**src/rtl/ball_move_scheduler_if.sv**
```systemverilog
// Bundle of raster, control, configuration and move signals that pass
// between the timing/control side and the ball move scheduler.
interface ball_move_scheduler_if #(
  parameter int NUM_BALLS = 4,
  parameter int IDXW      = 3
);
  logic                 pixpulse;
  logic [9:0]           hcount;
  logic [9:0]           vcount;
  logic                 pause;
  logic                 step;
  logic                 cfg_we;
  logic [IDXW-1:0]      cfg_idx;
  logic [3:0]           cfg_period;
  logic [NUM_BALLS-1:0] move;
  logic                 frame_tick;
  logic                 busy;

  modport master (
    output pixpulse, hcount, vcount, pause, step, cfg_we, cfg_idx, cfg_period,
    input  move, frame_tick, busy
  );

  modport slave (
    input  pixpulse, hcount, vcount, pause, step, cfg_we, cfg_idx, cfg_period,
    output move, frame_tick, busy
  );
endinterface

```
**src/rtl/ball_move_scheduler.sv**
```systemverilog
// Once per frame, at a fixed blanking position, walks the balls in index
// order and issues at most one single-pixel-slot move pulse per ball.
// Each ball moves every period[i] frames; period 0 freezes the ball.
// Global pause suppresses frame processing, step forces one frame through.
module ball_move_scheduler #(
  parameter int NUM_BALLS      = 4,
  parameter int IDXW           = 3,
  parameter int TRIG_H         = 0,
  parameter int TRIG_V         = 480,
  parameter int DEFAULT_PERIOD = 1
) (
  input  logic                 clk,
  input  logic                 rst_n,
  ball_move_scheduler_if.slave bus
);

  localparam logic [9:0]      TRIG_H_L   = 10'(TRIG_H);
  localparam logic [9:0]      TRIG_V_L   = 10'(TRIG_V);
  localparam logic [IDXW-1:0] LAST_IDX   = IDXW'(NUM_BALLS - 1);
  localparam logic [3:0]      DEF_PERIOD = 4'(DEFAULT_PERIOD);
  localparam logic [IDXW:0]   NUM_BALLS_L = (IDXW + 1)'(NUM_BALLS);

  typedef enum logic [1:0] {
    IDLE  = 2'd0,
    ISSUE = 2'd1,
    DRAIN = 2'd2
  } state_t;

  state_t               state_q, state_d;
  logic [IDXW-1:0]      idx_q, idx_d;
  logic [NUM_BALLS-1:0] move_q, move_d;
  logic                 frame_tick_q, frame_tick_d;
  logic                 busy_q, busy_d;
  logic                 step_pending_q, step_pending_d;
  logic [3:0]           period_q [NUM_BALLS];
  logic [3:0]           period_d [NUM_BALLS];
  logic [3:0]           cnt_q    [NUM_BALLS];
  logic [3:0]           cnt_d    [NUM_BALLS];

  logic trigger;
  logic cfg_hit;

  // Next-state logic: sequencer walk, per-ball frame counters, step latch and
  // configuration writes (a write overrides the evaluation of the same ball).
  always_comb begin
    state_d        = state_q;
    idx_d          = idx_q;
    move_d         = move_q;
    step_pending_d = step_pending_q;
    period_d       = period_q;
    cnt_d          = cnt_q;

    trigger = bus.pixpulse && (bus.hcount == TRIG_H_L) && (bus.vcount == TRIG_V_L);
    cfg_hit = bus.cfg_we && ({1'b0, bus.cfg_idx} < NUM_BALLS_L);

    frame_tick_d = trigger;

    if (bus.pixpulse) begin
      unique case (state_q)
        IDLE: begin
          if (trigger && (!bus.pause || step_pending_q)) begin
            state_d        = ISSUE;
            idx_d          = '0;
            step_pending_d = 1'b0;
          end
        end
        ISSUE: begin
          move_d = '0;
          for (int i = 0; i < NUM_BALLS; i++) begin
            if (idx_q == IDXW'(i)) begin
              if (period_q[i] != 4'd0) begin
                if (cnt_q[i] == period_q[i] - 4'd1) begin
                  cnt_d[i]  = 4'd0;
                  move_d[i] = 1'b1;
                end else begin
                  cnt_d[i] = cnt_q[i] + 4'd1;
                end
              end else begin
                cnt_d[i] = 4'd0;
              end
            end
          end
          if (idx_q == LAST_IDX) begin
            state_d = DRAIN;
          end else begin
            idx_d = idx_q + IDXW'(1);
          end
        end
        DRAIN: begin
          move_d  = '0;
          state_d = IDLE;
        end
        default: begin
          move_d  = '0;
          state_d = IDLE;
        end
      endcase
    end

    if (bus.step) begin
      step_pending_d = 1'b1;
    end

    if (cfg_hit) begin
      for (int i = 0; i < NUM_BALLS; i++) begin
        if (bus.cfg_idx == IDXW'(i)) begin
          period_d[i] = bus.cfg_period;
          cnt_d[i]    = 4'd0;
          if (bus.pixpulse && (state_q == ISSUE) && (idx_q == IDXW'(i))) begin
            move_d[i] = 1'b0;
          end
        end
      end
    end

    busy_d = (state_d != IDLE);
  end

  // State and registered outputs; reset clears the move lines immediately.
  always_ff @(posedge clk or negedge rst_n) begin
    if (!rst_n) begin
      state_q        <= IDLE;
      idx_q          <= '0;
      move_q         <= '0;
      frame_tick_q   <= 1'b0;
      busy_q         <= 1'b0;
      step_pending_q <= 1'b0;
      for (int i = 0; i < NUM_BALLS; i++) begin
        period_q[i] <= DEF_PERIOD;
        cnt_q[i]    <= 4'd0;
      end
    end else begin
      state_q        <= state_d;
      idx_q          <= idx_d;
      move_q         <= move_d;
      frame_tick_q   <= frame_tick_d;
      busy_q         <= busy_d;
      step_pending_q <= step_pending_d;
      period_q       <= period_d;
      cnt_q          <= cnt_d;
    end
  end

  assign bus.move       = move_q;
  assign bus.frame_tick = frame_tick_q;
  assign bus.busy       = busy_q;

endmodule
```
**src/flat_wrapper.sv**
```systemverilog
// flat-port wrapper written by rule: the top's interface ports become plain ports
module ball_move_scheduler_flat 
#(
  parameter int NUM_BALLS      = 4,
  parameter int IDXW           = 3,
  parameter int TRIG_H         = 0,
  parameter int TRIG_V         = 480,
  parameter int DEFAULT_PERIOD = 1
)
  (clk, rst_n, bus_pixpulse, bus_hcount, bus_vcount, bus_pause, bus_step, bus_cfg_we, bus_cfg_idx, bus_cfg_period, bus_move, bus_frame_tick, bus_busy);
  ball_move_scheduler_if #(.NUM_BALLS(NUM_BALLS), .IDXW(IDXW)) bus_i ();
  input  logic clk;
  input  logic rst_n;
  input wire logic [$bits(bus_i.pixpulse)-1:0] bus_pixpulse;
  input wire logic [$bits(bus_i.hcount)-1:0] bus_hcount;
  input wire logic [$bits(bus_i.vcount)-1:0] bus_vcount;
  input wire logic [$bits(bus_i.pause)-1:0] bus_pause;
  input wire logic [$bits(bus_i.step)-1:0] bus_step;
  input wire logic [$bits(bus_i.cfg_we)-1:0] bus_cfg_we;
  input wire logic [$bits(bus_i.cfg_idx)-1:0] bus_cfg_idx;
  input wire logic [$bits(bus_i.cfg_period)-1:0] bus_cfg_period;
  output wire logic [$bits(bus_i.move)-1:0] bus_move;
  output wire logic [$bits(bus_i.frame_tick)-1:0] bus_frame_tick;
  output wire logic [$bits(bus_i.busy)-1:0] bus_busy;
  assign bus_i.pixpulse = bus_pixpulse;
  assign bus_i.hcount = bus_hcount;
  assign bus_i.vcount = bus_vcount;
  assign bus_i.pause = bus_pause;
  assign bus_i.step = bus_step;
  assign bus_i.cfg_we = bus_cfg_we;
  assign bus_i.cfg_idx = bus_cfg_idx;
  assign bus_i.cfg_period = bus_cfg_period;
  assign bus_move = bus_i.move;
  assign bus_frame_tick = bus_i.frame_tick;
  assign bus_busy = bus_i.busy;
  ball_move_scheduler #(.NUM_BALLS(NUM_BALLS), .IDXW(IDXW), .TRIG_H(TRIG_H), .TRIG_V(TRIG_V), .DEFAULT_PERIOD(DEFAULT_PERIOD)) u_core (.clk(clk), .rst_n(rst_n), .bus(bus_i));
endmodule
```
**config.mk**
```make
export PLATFORM = sky130hd
export DESIGN_NAME = ball_move_scheduler_flat
export DESIGN_NICKNAME = d
export VERILOG_FILES = /design/src/rtl/ball_move_scheduler_if.sv /design/src/rtl/ball_move_scheduler.sv /design/src/flat_wrapper.sv
export SDC_FILE = /design/constraint.sdc
export NUM_CORES = 1
export LEC_CHECK = 0
export BUFFER_PORTS_ARGS = -buffer_cell sky130_fd_sc_hd__buf_2
export CORE_MARGIN = 5
export CORE_UTILIZATION = 57
export CTS_CLUSTER_SIZE = 28
export DETAILED_ROUTE_END_ITERATION = 8
export HOLD_SLACK_MARGIN = 0.05
export PLACE_DENSITY = 0.76
export SYNTH_ARGS = -nofsm -noshare
export SYNTH_HDL_FRONTEND = slang
export SYNTH_SLANG_ARGS = --single-unit
```
**constraint.sdc**
```tcl
create_clock -name clk -period 2.2 [get_ports clk]
set_input_delay 0.44 -clock clk [delete_from_list [all_inputs] [get_ports clk]]
set_output_delay 0.44 -clock clk [all_outputs]
set_load 0.02 [all_outputs]
```
==> metrics.md, run 1 <==
| Metric | Value |
|---|---|
| Status | complete, no violations |
| Avg Cell Area, Syn | ~9.8 µm² |
| Syn nets | around 330 |
| Wire per inst | ~16 µm |
| Top_reg_cell synth | dfrtp_1 |
| First-pass GRT wire length | ~10 mm |
| RSZ-0062 raised after global routing | false |
| Iter 0 DRT Violations | between 100 and 150 |
| Crit path max fanout | 9 |
| CP arrival | 2.21 ns |
| Max transition margin | roughly 66% |
| Worst-Margin Slew | just over 0.5 ns |
| Number of flops mapped to enable cells by yosys | 0 |
| WP data required | around 2.4 ns |
| Inserted Clock Buffers | 5 |
| Synth area leaders | dfrtp_1 (37%), ha_1 (7.4%), mux2_2 (4.2%) |
| Die Height | just under 80 µm |
| Crit path kind | register to register |
| Routed vias/inst | 5.90 |
| Skew-Pair Late Insertion Delay | around 0.30 ns |
| Ratio of cells with drive above 1 in the final layout | between 20 and 25% |
| Worst hold slack | approximately 0.088 ns |
| Ant diodes | 0 |
| Vias in the first global route | 2143 |
| Async SR Flop Fraction | between 90% and 100% |
| Core area | 4660 µm² |
| Starting Density | between 50 and 60% |
| Synth Instances | around 280 |
| Setup tns final | 0 ns |
| Register Area | 1110 µm² |
| GPL Wtd Cong | ~0.84 |
| Fin nets | around 370 |
| Die width | between 70 and 80 µm |
| CTS H-tree depth | 2 |
| Post-synthesis sequential area ratio | approximately two fifths |
| Routed wire length | approximately 5.9 mm |
| Post-cts resize count | 0 |
| Worst vdd ir | ~0.32 mV |
| Yosys top cell area share | 37.2% |
| Final setup violation count | 0 |
| Num ports | 39 |
| Root Driver | clkbuf_8 |
| Post-route insts no fill | between 300 and 400 |
| Syn-to-layout area delta | 14.3% |
| Pin count of the biggest net entering global routing | 22 |
| Residual DRC | 0 |
| Placed insts | ~370 |
| ANT nets after route | 0 |
| FMAX | 505 MHz |
| Final worst-path cycle share | 90.1% |
| Area occupied by multi-input gates | approximately 1500 µm² |
| Overall die area | a little over 6000 µm² |
| CP Capture Type | register |
| Gr usage total | a little over a fifth |
| PD cells | 642 nW/µm² |
| Initial antenna violation count | 0 |
| Final hold viol count | 0 |
| Total number of vias | around 2200 |
| Worst Hold Class | input pin to asynchronous set/reset pin |
| Postcts setup bufs | 0 |
| Hold Buf Count CTS | 0 |
| Tmin final | 1.98 ns |
| Worst setup margin | about 0.22 ns |
| FILL cells | 376 |
| Count of pins over their slew limit | 0 |
| DRT Pass-1 Iters | 4 |
| YS warnings | 0 |
| Clock sinks | between 40 and 50 |
| CTS tree | built |
| Library cells used by synthesis | 47 |
| Area leader, netlist | dfrtp_1 |
| Grt ovf | 0 |
| Maximum Capacitance Violations | 0 |
| Place WS | approximately 0.21 ns |
| Clk slew on worst S/H paths | around 0.080 ns |
| Port Buf Inserts | 38 |
| Num rows | 25 |
| Post-DP HPWL | 4.30 mm |
| Crit start category | register |
| CTS Buffer Depth | 2 |
| Clock Skew | a little under 0.009 ns |
| Yosys reg bits | 44 |
| P_leak | 1.43 nW |
| Synth Cell Area | 2690 µm² |
-- layout by cell type (no fill, tap or decap), types with 5 or more instances in the layout --
| cell type | n |
|---|---|
| ha_1 | 16 |
| buf_4 | 9 |
| nand3_1 | 9 |
| mux2_2 | 10 |
| o211ai_1 | 6 |
| xor2_1 | 8 |
| a21oi_1 | 12 |
| dfrtp_1 | 40 |
| xnor2_1 | 8 |
| nor3_1 | 6 |
| nand4_1 | 7 |
| inv_1 | 12 |
| nand2_1 | 28 |
| nor2_1 | 15 |
| clkbuf_8 | 5 |
| buf_2 | 38 |
| o21ai_0 | 22 |
-- flip-flops by register name, summed over array words and instances (netlist names) --
register,cells
u_core.bus.move,4
u_core.bus.frame_tick,1
u_core.bus.busy,1
u_core.state_q,2
u_core.idx_q,3
u_core.cnt_q,16
u_core.period_q,16
u_core.step_pending_q,1
-- critical path, stage by stage, from the launching register on --
cell and delay, ns:
dfrtp_1 0.44, ha_1 0.19, ha_1 0.30, nand4b_1 0.26, or4b_1 0.57, a21oi_1 0.15
-- worst paths after layout --
kind,from,end,slack [ns],cells after the start
setup / recovery,u_core.idx_q[0],u_core.bus.move[3],0.22,5
hold / removal,rst_n,u_core.state_q[0],0.09,1
setup reg to reg,u_core.idx_q[0],u_core.bus.move[3],0.22,5
hold reg to reg,u_core.step_pending_q,u_core.step_pending_q,0.52,2
max in group asynchronous,rst_n,u_core.period_q[4],1.47,2
min in group clk,bus_step,u_core.step_pending_q,0.32,2
-- per-layer routing --
layer | GRT usage (%) | up-vias | part of all wire [%]
li1 | - | 1080 | -
met1 | 29.9 | 1071 | 46
met2 | 34.0 | 42 | 49
met3 | 3.63 | 6 | 4.1
met4 | 5.24 | 0 | 1.1
met5 | 0 | - | 0
-- cell families (layout without fill, tap and decap cells) --
kind of cell | count (synthesis) | after routing | synth area share (%)
AO/OA/AOI/OAI | 61 | 61 | 14.1
XOR/XNOR | 20 | 20 | 8.55
adder cells (fa/ha/maj) | 16 | 16 | 7.44
buffers and inverters | 24 | 67 | 3.67
flip-flops | 44 | 44 | 41.1
multiplexers | 10 | 10 | 4.18
AND/OR/NAND/NOR | 101 | 101 | 21.0
-- stage by stage --
step / utilization (%) / total power [W] / cell area [µm²]
2_1_floorplan: - / 0.00125 / 2690
3_3_place_gp: 63.7 / 0.00136 / 2970
3_5_place_dp: 63.7 / 0.00138 / 2970
4_1_cts: 66.0 / 0.00199 / 3080
5_1_grt: 66.0 / 0.00210 / 3080
6_report: 66.0 / 0.00198 / 3080
-- synthesized netlist by cell type, types with 7 or more instances --
master     n
inv_1     12
ha_1      16
xor2_1     8
dfrtp_1   40
a21oi_1   12
clkbuf_1   7
mux2_2    10
nor2_1    15
xnor2_1    8
nand3_1    9
o21ai_0   22
nand2_1   28
nand4_1    7
-- cell type report --
| class | count | share of cell area [%] |
|---|---|---|
| tap | 54 | 2.20 |
| multi-input combinational | 208 | 48.5 |
| timing repair buffer | 47 | 8.38 |
| clock buffer | 6 | 2.36 |
| inverter | 12 | 1.46 |
| sequential | 44 | 35.9 |
| clock inverter | 2 | 1.14 |
-- power by group --
part / switching [W] / internal [W] / leakage [nW]
registers: 0.0000649 / 0.000884 / 0.557
logic: 0.000199 / 0.000211 / 0.821
clock network: 0.000280 / 0.000337 / 0.0552
total: 0.000544 / 0.00143 / 1.43
(Power assumes the default switching activity.)
==> run 2: changes to the inputs <==
Settings changed: CORE_ASPECT_RATIO set to 1.4.
==> metrics.md, run 2 (synthesized netlist as in run 1, its figures left out) <==
| Metric | Value |
|---|---|
| Crit-path slowest cell | dfstp_2 |
| Residual DRC | 0 |
| Die Height | approximately 90 µm |
| Clock sinks | 44 |
| Skew-Pair Late Insertion Delay | ~0.3 ns |
| CP cell instances | inv_1 -> ha_1 -> xnor3_1 -> nand3_1 -> o21ai_0 -> o21ai_0 |
| Met3 wire length | approximately 260 µm |
| Iter 0 DRT Violations | ~130 |
| Num rows | 29 |
| Vias in the first global route | about 2300 |
| Worst-Margin Slew | between 0.5 and 0.6 ns |
| Final hold viol count | 0 |
| Critical path depth in cells | 6 |
| Die width | around 68 µm |
| Crit-path max cell delay | 0.56 ns |
| Final setup violation count | 0 |
| Highest metal used | met4 |
| WP data required | 2.35 ns |
| Placed insts | 372 |
| Total internal power | ~0.0014 W |
| Crit start category | register |
| CTS H-tree depth | 2 |
| Pin count of the biggest net entering global routing | 45 |
| Seq pwr share | 47.9% |
| Worst r2r src | u_core.period_q[0] |
| Combinational power share | 20.8% |
| Area occupied by multi-input gates | roughly 1500 µm² |
| Crit path max fanout | 4 |
| Final worst-path cycle share | 89.0% |
| Post-route insts no fill | 380 |
| Max transition margin | 60.7% |
| FILL cells | 386 |
| Routed wire length | 5.80 mm |
| Clock Skew | between 0.007 and 0.008 ns |
| Wire per inst | ~15 µm |
| ANT nets after route | 0 |
| Grt ovf | 0 |
| Count of pins over their slew limit | 0 |
| Status | complete, no violations |
| Setup crit end | u_core.cnt_q[0] |
| Port Buf Inserts | 38 |
| First-pass GRT wire length | ~10 mm |
| Core area | ~4600 µm² |
| Worst Hold Class | input pin to asynchronous set/reset pin |
| Most frequent cells in the layout | dfrtp_1 (40), buf_2 (38), nand2_1 (28) |
| DRT Pass-1 Iters | 4 |
| Met2 WL post-DR | 3.05 mm |
| Inserted Clock Buffers | 5 |
| Reg2Reg Capture Point | u_core.cnt_q[0] |
| Commonest non-fill, non-tap cell in the layout | dfrtp_1 |
| Switching share of power | 27.6% |
| Clk slew on worst S/H paths | around 0.08 ns |
| CP delay by family, top | flip-flops |
| RSZ-0062 raised after global routing | false |
| CP Capture Type | register |
| PD cells | ~640 nW/µm² |
| Postcts setup bufs | 0 |
| Starting Density | 58.9% |
| NetSw | between 0.0005 and 0.0006 W |
| Setup tns final | 0 ns |
| Routed vias/inst | just under 6 |
| Worst vdd ir | ~0.33 mV |
| Clock network power share | a little under a third |
| Flop2flop setup slack | approximately 0.24 ns |
| Worst path most repeated cell | o21ai_0 |
| Ant diodes | 0 |
| Gr usage total | between 20% and 30% |
| Total number of vias | ~2200 |
| Reg2reg path depth | 6 |
| Syn-to-layout area delta | 14.4% |
| Register Area | between 1000 and 1500 µm² |
| Maximum Capacitance Violations | 0 |
| CTS Buffer Depth | 2 |
| Overall die area | about 6200 µm² |
| CP Launch Point | u_core.period_q[0] |
| Post-DP HPWL | 4.32 mm |
| Fin nets | roughly 370 |
| Root Driver | clkbuf_8 |
| Crit path kind | register to register |
| Hold Buf Count CTS | 0 |
| FMAX | approximately 510 MHz |
| Post-cts resize count | 0 |
| Ratio of cells with drive above 1 in the final layout | 22.6% |
| Num ports | 39 |
| Initial antenna violation count | 0 |
| Tmin final | about 2.0 ns |
| Worst hold slack | 0.206 ns |
| CP arrival | around 2.1 ns |
| P_leak | around 1.4 nW |
| GPL Wtd Cong | 0.864 |
| CTS tree | built |
| Worst Path Buf+Inv | 1 |
| Wl on met1 | 2.41 mm |
run 2: cell types whose count changed in the layout (fill, tap and decap cells not counted), sizes merged:
cell / before / now
buf: 47 / 46
run 2: metal layers:
layer	up-vias	global-route usage, %
met5	-	0
met4	0	7.13
met3	8	4.20
met2	55	36.3
met1	1059	24.7
li1	1082	-
run 2: final cells by class:
class / count / share of cell area [%]
Sequential cell: 44 / 35.9
Inverter: 12 / 1.46
Multi-Input combinational cell: 208 / 48.5
Tap cell: 62 / 2.52
Clock inverter: 2 / 1.14
Timing Repair Buffer: 46 / 8.13
Clock buffer: 6 / 2.36
run 2: how the worst min path moves through the flow:
stage          cells after the start                   from                    end  slack [ns]
6_report                           2                  rst_n     u_core.period_q[9]        0.21
5_1_grt                            2                  rst_n     u_core.period_q[9]        0.24
4_1_cts                            2                  rst_n     u_core.period_q[9]        0.24
3_5_place_dp                       2  u_core.step_pending_q  u_core.step_pending_q        0.50
3_3_place_gp                       2  u_core.step_pending_q  u_core.step_pending_q        0.49
2_1_floorplan                      0                  rst_n        u_core.bus.busy        0.14
run 2: power by group through the flow:
stage               sequential, W  combinational (W)  clock [W]
finish                   0.000946           0.000412   0.000618
CTS                      0.000946           0.000417   0.000629
global route             0.000957           0.000471   0.000672
floorplan                0.000944           0.000304          0
detailed placement       0.000962           0.000414          0
global placement         0.000959           0.000397          0
run 2: stage by stage:
step	instance area, µm²	utilization, %	power, W	setup WS, ns
after detailed placement	2970	65.0	0.00138	0.259
after CTS	3080	67.4	0.00199	0.241
after global placement	2970	65.0	0.00136	0.312
after global routing	3080	67.4	0.00210	0.114
final	3080	67.4	0.00198	0.242
after floorplan	2690	-	0.00125	0.349
==> run 3: changes to the inputs <==
Settings changed: CORE_UTILIZATION 57 to 59, CTS_BUF_LIST set to sky130_fd_sc_hd__clkbuf_8, PLACE_DENSITY 0.76 to 0.78.
==> metrics.md, run 3 (synthesized netlist as in run 1, its figures left out) <==
| Metric | Value |
|---|---|
| Status | complete, no violations |
| Vias in the first global route | approximately 2200 |
| ANT nets after route | 0 |
| Starting Density | roughly 60% |
| NetSw | between 0.0005 and 0.0006 W |
| Root Driver | clkbuf_8 |
| Die Height | roughly 90 µm |
| Crit-path slowest cell | dfstp_2 |
| Crit path kind | register to register |
| Num rows | 29 |
| CTS H-tree depth | 2 |
| Crit start category | register |
| P_leak | approximately 1.4 nW |
| RSZ-0062 raised after global routing | false |
| Syn-to-layout area delta | 13.4% |
| Clk slew on worst S/H paths | ~0.090 ns |
| CTS tree | built |
| Post-cts resize count | 0 |
| Placed insts | 372 |
| Crit-path max cell delay | approximately 0.56 ns |
| CP cell instances | inv_1 -> ha_1 -> xnor3_1 -> nand3_1 -> or4b_1 -> a21oi_1 |
| Initial antenna violation count | 0 |
| Worst vdd ir | 0.380 mV |
| Clock network power share | about a quarter |
| CP delay by family, top | flip-flops |
| Count of pins over their slew limit | 0 |
| Iter 0 DRT Violations | 98 |
| FILL cells | around 380 |
| Num ports | 39 |
| Gr usage total | 19.5% |
| Place WS | ~0.28 ns |
| Seq pwr share | 51.5% |
| Worst hold slack | slightly above 0.2 ns |
| PD cells | 600 nW/µm² |
| Fin nets | ~370 |
| Postcts setup bufs | 0 |
| Pin count of the biggest net entering global routing | 45 |
| Grt met2 use | a little under a third |
| Port Buf Inserts | 38 |
| Final worst-path cycle share | roughly nine tenths |
| Crit path max fanout | 4 |
| Core area | ~4500 µm² |
| Worst Hold Class | input pin to asynchronous set/reset pin |
| Residual DRC | 0 |
| Switching share of power | around 29% |
| GPL Wtd Cong | between 0.8 and 0.9 |
| Routed wire length | 5.58 mm |
| Clock sinks | between 40 and 50 |
| CTS Buffer Depth | 2 |
| Hold Buf Count CTS | 0 |
| Clock Skew | roughly 0.013 ns |
| Met1 usage | about a quarter |
| Tmin final | just under 2 ns |
| Worst Path Buf+Inv | 1 |
| Routed vias/inst | 5.79 |
| Max transition margin | about 63% |
| CP arrival | between 2 and 2.5 ns |
| Ratio of cells with drive above 1 in the final layout | 22.3% |
| Total number of vias | 2201 |
| Post-route insts no fill | 380 |
| GR Util met3 | around 3.4% |
| WP data required | 2.42 ns |
| Post-DP HPWL | 4.12 mm |
| Worst-Margin Slew | 0.555 ns |
| Ant diodes | 0 |
| Grt ovf | 0 |
| Setup tns final | 0 ns |
| FMAX | 515 MHz |
| Worst setup margin | between 0.2 and 0.3 ns |
| Final hold viol count | 0 |
| Commonest non-fill, non-tap cell in the layout | dfrtp_1 |
| Total internal power | 0.00131 W |
| Combinational power share | 22.1% |
| Wire per inst | about 15 µm |
| Maximum Capacitance Violations | 0 |
| DRT Pass-1 Iters | 5 |
| Skew-Pair Late Insertion Delay | about 0.30 ns |
| Die width | roughly 67 µm |
| CP Capture Type | register |
| Overall die area | 6030 µm² |
| Final setup violation count | 0 |
| Inserted Clock Buffers | 5 |
| First-pass GRT wire length | approximately 9.4 mm |
| Most frequent cells in the layout | dfrtp_1 (40), buf_2 (38), nand2_1 (28) |
| Busiest grt layer | met2 |
==> run 3: cell count changes in the layout (fill, tap and decap cells not counted), sizes merged <==
cell | before | now
bufinv | 1 | 0
clkbuf | 6 | 5
inv | 12 | 14
==> run 3: per-layer routing <==
| metal | wire length, µm | share of wire [%] |
|---|---|---|
| met1 | 2400 | 43 |
| met2 | 2880 | 52 |
| met3 | 207 | 3.7 |
| met4 | 94 | 1.7 |
| met5 | 0 | 0 |
==> run 3: power groups by stage <==
stage	sequential [W]	clock, W	combinational [W]
detailed placement	0.000961	0	0.000407
global route	0.000953	0.000517	0.000451
global placement	0.000958	0	0.000393
finish	0.000944	0.000485	0.000404
floorplan	0.000944	0	0.000304
CTS	0.000945	0.000486	0.000409
==> run 3: path summary, 6_finish.rpt <==
path	start	end	slack [ns]	cells after the start
max in group asynchronous	rst_n	u_core.period_q[15]	1.60	2
worst min register to register	u_core.step_pending_q	u_core.step_pending_q	0.51	2
worst min-delay path	rst_n	u_core.cnt_q[2]	0.20	2
worst max register to register	u_core.period_q[0]	u_core.bus.move[3]	0.26	6
min in group clk	bus_step	u_core.step_pending_q	0.32	2
worst max-delay path	u_core.period_q[0]	u_core.bus.move[3]	0.26	6
==> run 3: cell type report <==
class	instances	area [µm²]	area share [%]
Tap cell	62	77.6	2.54
Inverter	12	45.0	1.48
Clock buffer	5	68.8	2.25
Clock inverter	3	12.5	0.410
Multi-Input combinational cell	208	1490	48.9
Timing Repair Buffer	46	250	8.20
Sequential cell	44	1110	36.2
==> run 3: through the flow <==
stage	power [W]	cell area (µm²)	utilization, %
after CTS	0.00184	3050	68.4
after global placement	0.00135	2970	66.6
after detailed placement	0.00137	2970	66.6
after floorplan	0.00125	2690	-
final	0.00183	3050	68.4
after global routing	0.00192	3050	68.4
